<file path="src/rtl/dmem_arbiter.sv">
// Two-requester round-robin arbiter in front of the single-port data memory.
// Define DMEM_ARB_LOCK_EN to enable bounded locked bursts (OWN0/OWN1 states).
module dmem_arbiter #(
    parameter int ADDR_W   = 12,
    parameter int DATA_W   = 32,
    parameter int MAX_LOCK = 8
) (
    input  logic              clock,
    input  logic              reset,
    input  logic              req0,
    input  logic              we0,
    input  logic [ADDR_W-1:0] addr0,
    input  logic [DATA_W-1:0] wdata0,
    input  logic              lock0,
    input  logic              req1,
    input  logic              we1,
    input  logic [ADDR_W-1:0] addr1,
    input  logic [DATA_W-1:0] wdata1,
    input  logic              lock1,
    output logic              gnt0,
    output logic              gnt1,
    output logic              rvalid0,
    output logic              rvalid1,
    output logic [DATA_W-1:0] rdata0,
    output logic [DATA_W-1:0] rdata1,
    output logic [ADDR_W-1:0] address_dmem,
    output logic [DATA_W-1:0] data,
    output logic              wren,
    input  logic [DATA_W-1:0] q_dmem
);

    typedef enum logic [1:0] {
        IDLE = 2'd0,
        OWN0 = 2'd1,
        OWN1 = 2'd2
    } state_e;

    state_e state_q, state_d;
    logic   last_q, last_d;
    logic   rd_vld_q, rd_vld_d;
    logic   rd_id_q, rd_id_d;
    logic   acc0, acc1;

    // State register
    always_ff @(posedge clock) begin
        if (!reset) begin
            state_q <= IDLE;
        end else begin
            state_q <= state_d;
        end
    end

    // Grant decode; a grant is only ever issued to an active request
    always_comb begin
        gnt0 = 1'b0;
        gnt1 = 1'b0;
        if (reset) begin
            case (state_q)
                OWN0: gnt0 = req0;
                OWN1: gnt1 = req1;
                default: begin
                    if (req0 && req1) begin
                        gnt0 = last_q;
                        gnt1 = !last_q;
                    end else begin
                        gnt0 = req0;
                        gnt1 = req1;
                    end
                end
            endcase
        end
    end

    assign acc0 = gnt0;
    assign acc1 = gnt1;

    assign address_dmem = gnt1 ? addr1 : addr0;
    assign data         = gnt1 ? wdata1 : wdata0;
    assign wren         = (gnt0 & we0) | (gnt1 & we1);

    always_comb begin
        last_d   = last_q;
        rd_vld_d = 1'b0;
        rd_id_d  = rd_id_q;
        if (acc1) begin
            last_d   = 1'b1;
            rd_vld_d = !we1;
            rd_id_d  = 1'b1;
        end else if (acc0) begin
            last_d   = 1'b0;
            rd_vld_d = !we0;
            rd_id_d  = 1'b0;
        end
    end

    always_ff @(posedge clock) begin
        if (!reset) begin
            last_q   <= 1'b0;
            rd_vld_q <= 1'b0;
            rd_id_q  <= 1'b0;
        end else begin
            last_q   <= last_d;
            rd_vld_q <= rd_vld_d;
            rd_id_q  <= rd_id_d;
        end
    end

    // Gated by reset so a read accepted just before reset never returns
    assign rvalid0 = reset & rd_vld_q & !rd_id_q;
    assign rvalid1 = reset & rd_vld_q & rd_id_q;
    assign rdata0  = q_dmem;
    assign rdata1  = q_dmem;

`ifdef DMEM_ARB_LOCK_EN
    localparam int BEATS_W = $clog2(MAX_LOCK + 1);
    localparam logic [BEATS_W-1:0] LAST_BEAT = BEATS_W'(MAX_LOCK - 1);

    logic [BEATS_W-1:0] beats_q, beats_d;

    // Next-state: beats counts accepted beats of the current burst
    always_comb begin
        state_d = state_q;
        beats_d = beats_q;
        case (state_q)
            IDLE: begin
                if (acc0 && lock0) begin
                    state_d = OWN0;
                    beats_d = BEATS_W'(1);
                end else if (acc1 && lock1) begin
                    state_d = OWN1;
                    beats_d = BEATS_W'(1);
                end
            end
            OWN0: begin
                if (!req0) begin
                    state_d = IDLE;
                    beats_d = '0;
                end else if (acc0) begin
                    if (lock0 && (beats_q < LAST_BEAT)) begin
                        beats_d = beats_q + BEATS_W'(1);
                    end else begin
                        state_d = IDLE;
                        beats_d = '0;
                    end
                end
            end
            OWN1: begin
                if (!req1) begin
                    state_d = IDLE;
                    beats_d = '0;
                end else if (acc1) begin
                    if (lock1 && (beats_q < LAST_BEAT)) begin
                        beats_d = beats_q + BEATS_W'(1);
                    end else begin
                        state_d = IDLE;
                        beats_d = '0;
                    end
                end
            end
            default: begin
                state_d = IDLE;
                beats_d = '0;
            end
        endcase
    end

    always_ff @(posedge clock) begin
        if (!reset) begin
            beats_q <= '0;
        end else begin
            beats_q <= beats_d;
        end
    end
`else
    localparam int unused_max_lock = MAX_LOCK;
    logic unused_lock;

    assign unused_lock = lock0 ^ lock1;
    assign state_d     = IDLE;
`endif

endmodule

</file>
<file path="config.mk">
export PLATFORM = sky130hd
export DESIGN_NAME = dmem_arbiter
export DESIGN_NICKNAME = d
export VERILOG_FILES = /design/src/rtl/dmem_arbiter.sv
export SDC_FILE = /design/constraint.sdc
export NUM_CORES = 1
export LEC_CHECK = 0
export ABC_AREA = 0
export BUFFER_PORTS_ARGS = -buffer_cell sky130_fd_sc_hd__buf_2
export CAP_MARGIN = 20
export CORE_AREA = 5 5 90 92
export DETAILED_ROUTE_END_ITERATION = 7
export DIE_AREA = 0 0 95 97
export GPL_TIMING_DRIVEN = 0
export PLACE_DENSITY = 0.55
export SYNTH_ARGS = -nofsm -noshare
export SYNTH_HDL_FRONTEND = slang
export SYNTH_SLANG_ARGS = --single-unit
</file>
<file path="constraint.sdc">
create_clock -name clock -period 2.8 [get_ports clock]
set_clock_uncertainty 0.05 [all_clocks]
set_input_delay 0.28 -clock clock [delete_from_list [all_inputs] [get_ports clock]]
set_output_delay 0.28 -clock clock [all_outputs]
set_load 0.02 [all_outputs]
</file>
**Word-level counts from Yosys, hierarchy flattened**

Index checks and enable logic that the tools add are counted.

- Mux-type cells: 10
- Bitwise gates (word level): 6
- Reduce and logical (&&, ||, !) cells: 5

Operators with widths:

| operator | count |
|---|---|
| 2-to-1 mux 32 bit | 1 |
| 2-to-1 mux 12 bit | 1 |
| 2-to-1 mux 1 bit | 8 |
| bitwise AND 1 bit | 5 |
| logical NOT 1 bit | 3 |
| nonzero test 2 bit | 1 |
| logical AND 1 bit | 1 |
| bitwise OR 1 bit | 1 |

- Register bits: 2
- Input port bits: 128
- Word-level logic and storage cells: 23

**Longest topological paths before layout**

Gate-level depths: netlist of the first run.

- Depth after elaboration: 5
- Mapped depth: 4

**Worst setup path after synthesis of the first run**

No wires, ideal clock.

- Path kind: flip-flop to output port
- Start: register rd_id_q (netlist name)
- End: output data[22]
- Arrival time: 1.181 ns
- Path slack: 1.289 ns
- Cell stages (with the launch flop): 5
- Path buffers: 1
- Cells stage by stage: dfxtp_1 -> nand2_1 -> nand3_4 -> clkbuf_8 -> mux2_2

RTL lines:

| item | line | RTL |
|---|---|---|
| to (decl) | 27 | `output logic [DATA_W-1:0] data,` |

==> flow_summary.yaml, run 1 <==
clock_network:
  cts_tree: "done"
  cts_root_buffer: "clkbuf_8"
  cts_hold_buffers: 0
  clk_pin_slew_worst_paths_ps: 30
  cts_setup_buffers: 0
  cts_sinks: 2
  insertion_delay_ps: 210
  cts_resized: 0
  htreeDepth: 1
  clockBufferDepth: 2
  cts-buffers-inserted: 3
logic_synthesis:
  synthTopCellsByCount: "buf_4 (64), mux2_2 (41), nand2_1 (5)"
  yosysSeqAreaShare_pct: 3.39
  syn_area_sq_mm: 0.00118
  avgSynthCellArea_sq_um: 8.95
  synth_nets: 260
  synth_top_area_cell: "buf_4"
  synthArstFlopShare_pct: 0
  ys_ff_latch: 2
  synthTopCellsByArea: "buf_4 (41%), mux2_2 (39%), clkbuf_8 (4.7%)"
  yosys.cell_count.top_type: "buf_4"
  synth_edf_count: 0
  ys_types: 14
  postSynthCellCount: 132
  ys_warn_count: 0
  ys_dominant_reg_cell: "dfxtp_1"
  synth_top_area_share_pct: 40.7
setup_path:
  crit_family: "flip-flops"
  crit_fanout: 10
  cpMaxStageDelayCell: "dfxtp_1"
  worst-setup-path-type: "flip-flop to output pin"
  critPathBufInv: 2
  crit_required_ps: 2470
  max_stage_delay_ps: 370
  end_kind: "output pin"
  reg2reg_from: "rd_id_q$_SDFFE_PN0P_"
  cp_cell_sequence: "nand2_1, nand3_4, clkbuf_8, mux2_2, buf_2"
  setup.worst_path.start: "rd_id_q$_SDFFE_PN0P_"
  worstPathArrival_ps: 1640
  critPathLaunchType: "flip-flop"
sta:
  worst_pin_slew_ps: 310
  finalSetupViolCount: 0
  slew_viol_final: 0
  fin_crit_sh_pct: 70.4
  fmax_mhz: 507
  hold_viol: 0
  rsz0062_at_grt: "no"
  setup_tns_ps: 0
  relSlewSlack_pct: 79.1
  hold_slack_ps: 255
  period_needed_ps: 1970
route:
  via_per_inst: 3.60
  wirelength_mm: 5.12
  dr.pass1.iters: 4
  wl_per_cell_um: 11.6
  drc: 0
  vias: 1585
  drtIter0Drc: 30
  ant_nets: 0
global_routing:
  overflow: 0
  track_usage_pct: 9.88
  grtUsageMet3_pct: 2.87
  grtUsageMet2_pct: 20.1
  busiest_layer: "met2"
  grt_max_degree: 11
  antenna_found_initial: 0
  grt_pass1_vias: 1702
  grtUsageMet1_pct: 8.99
  grt_pass1_wl_mm: 7.52
min_path:
  hp-class: "primary input to flip-flop"
  min-delay-start: "we1"
placement:
  dp.cells: 437
  port_buffers: 206
  hpwl_mm: 4.83
  place_congestion: 0.698
floorplan:
  core-area_sq_mm: 0.00714
  die_h_um: 97
  dieArea_sq_mm: 0.00922
  die_w_um: 95
  ios: 241
  initial_core_util_pct: 16.5
  row_count: 31
finish:
  drive_above_1_share_pct: 94.7
  fill_cells: 783
  nNetsFinal: 471
  area_growth_pct: 101
  multi_input_area_sq_um: 594
  register_area_sq_um: 40.0
  n_antenna_cell: 0
  final_cells: 440
run_status:
  status: "finished clean"
power:
  cellPowerDensity_mw_per_mm2: 254
  vdd_drop_max_uv: 94.8
  finalPower_mw: 0.605
  p_leak_nw: 1.44
run:
  maxCapViolations: 0
==> final cells by class <==
cell class / count / area share (%)
plain buffers: 68 / 22.5
flip-flops and latches: 2 / 1.68
clock buffers: 3 / 1.74
repair buffers: 206 / 43.4
multi-input cells: 59 / 25.0
well taps: 99 / 5.21
inverters: 3 / 0.474
==> through the flow <==
stage          worst slack (ps)  instance area [sq um]  utilization [%]
2_1_floorplan              1290                   1180                -
3_3_place_gp               1030                   2340             32.7
3_5_place_dp               1020                   2340             32.7
4_1_cts                     781                   2380             33.3
5_1_grt                     703                   2380             33.3
6_report                    828                   2380             33.3
==> final timing paths <==
path	endpoint	slack, ps	depth (start not counted)
setup / recovery	data[6]	830	5
hold / removal	rd_vld_q$_SDFF_PN0_	260	2
setup reg to reg	rd_vld_q$_SDFF_PN0_	1840	2
hold reg to reg	rd_id_q$_SDFFE_PN0P_	540	2
==> layer usage <==
| metal | up-vias | routed length, um |
|---|---|---|
| met1 | 656 | 1530 |
| met5 | - | 0 |
| met4 | 0 | 39 |
| li1 | 796 | - |
| met3 | 4 | 801 |
| met2 | 129 | 2750 |
==> where the power goes <==
part           total (mW)  switching, mW  leakage (nW)  internal, mW
Clock               0.113         0.0225        0.0216        0.0909
Combinational       0.459          0.230          1.40         0.229
Sequential         0.0327        0.00172        0.0166        0.0310
Total               0.605          0.254          1.44         0.350
==> registers in the layout, indices dropped and copies added, names as in the netlist <==
| register | count |
|---|---|
| rd_id_q | 1 |
| rd_vld_q | 1 |
==> cells in the final DEF, fill, tap and decap left out, drive strengths merged <==
cell,instances
clkbuf,7
o32ai,1
buf,270
nand3,1
nand2,5
o22ai,1
inv,3
dfxtp,2
mux2,44
or2b,1
and3,1
nor2,3
o21ai,2
==> logic make-up after synthesis <==
family	count (synthesis)	synth area share, %
buf+inv	71	46.3
flops	2	3.39
simple gates	11	5.30
compound gates	4	2.12
mux	44	42.9
==> worst reg2reg max path, delay by kind of cell, from the launching register on <==
kind            cells  cell delay [ps]
flops               1              330
compound gates      2              440
Note: power is estimated with default switching activity, not from simulation.
==> run 2: changes to the inputs <==
Settings changed: CORE_AREA 5 5 90 92 to 5 5 91 93, DIE_AREA 0 0 95 97 to 0 0 96 98, PLACE_DENSITY 0.55 to 0.54.
Clock period 2.8 ns to 2.05 ns, I/O delays scaled along.
==> flow_summary.yaml, run 2 (synthesis gave the netlist of run 1 again) <==
floorplan:
  row_count: 32
  die_h_um: 98
  core-area_sq_mm: 0.00745
  ios: 241
  dieArea_sq_mm: 0.00941
  die_w_um: 96
  initial_core_util_pct: 15.9
run:
  maxCapViolations: 0
setup_path:
  crit_required_ps: 1790
  worstPathArrival_ps: 1640
  setup.worst_path.start: "rd_id_q$_SDFFE_PN0P_"
  critPathLaunchType: "flip-flop"
  crit_fanout: 10
  end_kind: "output pin"
  reg2reg_from: "rd_id_q$_SDFFE_PN0P_"
  worst-setup-path-type: "flip-flop to output pin"
  reg2reg_depth: 2
route:
  via_per_inst: 3.65
  vias: 1617
  drc: 0
  ant_nets: 0
  wl_per_cell_um: 12.0
  wirelength_mm: 5.32
  dr.pass1.iters: 2
  drtIter0Drc: 11
min_path:
  min-delay-start: "we1"
  hp-class: "primary input to flip-flop"
  hold_path_depth: 2
placement:
  place_congestion: 0.688
  place_ws_ps: 346
  hpwl_mm: 5.07
  port_buffers: 206
  placed_area_sq_mm: 0.00234
finish:
  layout_common_cells: "buf_2 (206), buf_4 (64), mux2_2 (41)"
  drive_above_1_share_pct: 94.7
  n_antenna_cell: 0
  area_growth_pct: 102
  nNetsFinal: 471
  layout_commonest_cell: "buf_2"
  largestRegisters: "rd_id_q: 1 flops, rd_vld_q: 1 flops"
  final_cell_area_sq_mm: 0.00238
power:
  p_leak_nw: 1.44
  finalPower_mw: 0.825
  cellPowerDensity_mw_per_mm2: 347
  vdd_drop_max_uv: 134
sta:
  worst_pin_slew_ps: 309
  slew_viol_final: 0
  rsz0062_at_grt: "no"
  hold_viol: 0
  setup_tns_ps: 0
  setup_slack_ps: 153
  relSlewSlack_pct: 79.2
  fmax_mhz: 527
  finalSetupViolCount: 0
  fin_crit_sh_pct: 92.6
  hold_slack_ps: 173
  period_needed_ps: 1900
global_routing:
  grt_pass1_vias: 1697
  grt_pass1_wl_mm: 7.25
  overflow: 0
  grt_max_degree: 11
  track_usage_pct: 9.56
  antenna_found_initial: 1
clock_network:
  htreeDepth: 1
  cts_root_buffer: "clkbuf_8"
  clk_pin_slew_worst_paths_ps: 30
  cts_setup_buffers: 0
  clockBufferDepth: 2
  insertion_delay_ps: 210
  cts-buffers-inserted: 3
  cts_sinks: 2
  cts_hold_buffers: 0
  cts_tree: "done"
  cts_resized: 0
run_status:
  status: "finished clean"
-- run 2: cell counts in the layout (fill, tap and decap cells not counted) --
No cell type changed its count.
-- run 2: final cells by class --
type	instances	area [sq um]
Inverter	3	11.3
Multi-Input combinational cell	59	594
Fill cell	818	5070
Buffer	68	536
Clock buffer	3	41.3
Sequential cell	2	40.0
Timing Repair Buffer	206	1030
Tap cell	102	128
-- run 2: stage by stage --
stage / std cells / util, %
final: 443 / 32.0
after global routing: 443 / 32.0
after CTS: 443 / 32.0
after detailed placement: 440 / 31.4
after global placement: 440 / 31.4
after floorplan: 132 / -
-- run 2: worst paths after layout --
path / slack (ps) / endpoint
worst max-delay path: 150 / data[21]
worst min-delay path: 170 / rd_vld_q$_SDFF_PN0_
worst max register to register: 1100 / rd_vld_q$_SDFF_PN0_
worst min register to register: 530 / rd_id_q$_SDFFE_PN0P_
-- run 2: worst max-delay path: stages (launching register included) --
cell,delay [ps]
dfxtp_1,370
nand2_1,130
nand3_4,200
clkbuf_8,220
mux2_2,340
buf_2,170
-- run 2: power breakdown --
group	leakage [nW]	internal, mW	switching, mW
registers	0.0166	0.0423	0.00240
clock network	0.0216	0.124	0.0289
logic	1.40	0.312	0.315
total	1.44	0.479	0.347
-- run 2: metal layers --
| layer | share of wire (%) | vias to the layer above | wire length [um] | global-route usage (%) |
|---|---|---|---|---|
| met5 | 0.19 | - | 10 | 0 |
| met4 | 0.41 | 2 | 22 | 1.64 |
| met3 | 18 | 4 | 965 | 4.39 |
| met2 | 52 | 139 | 2750 | 19.0 |
| met1 | 29 | 674 | 1570 | 8.58 |
| li1 | - | 798 | - | - |
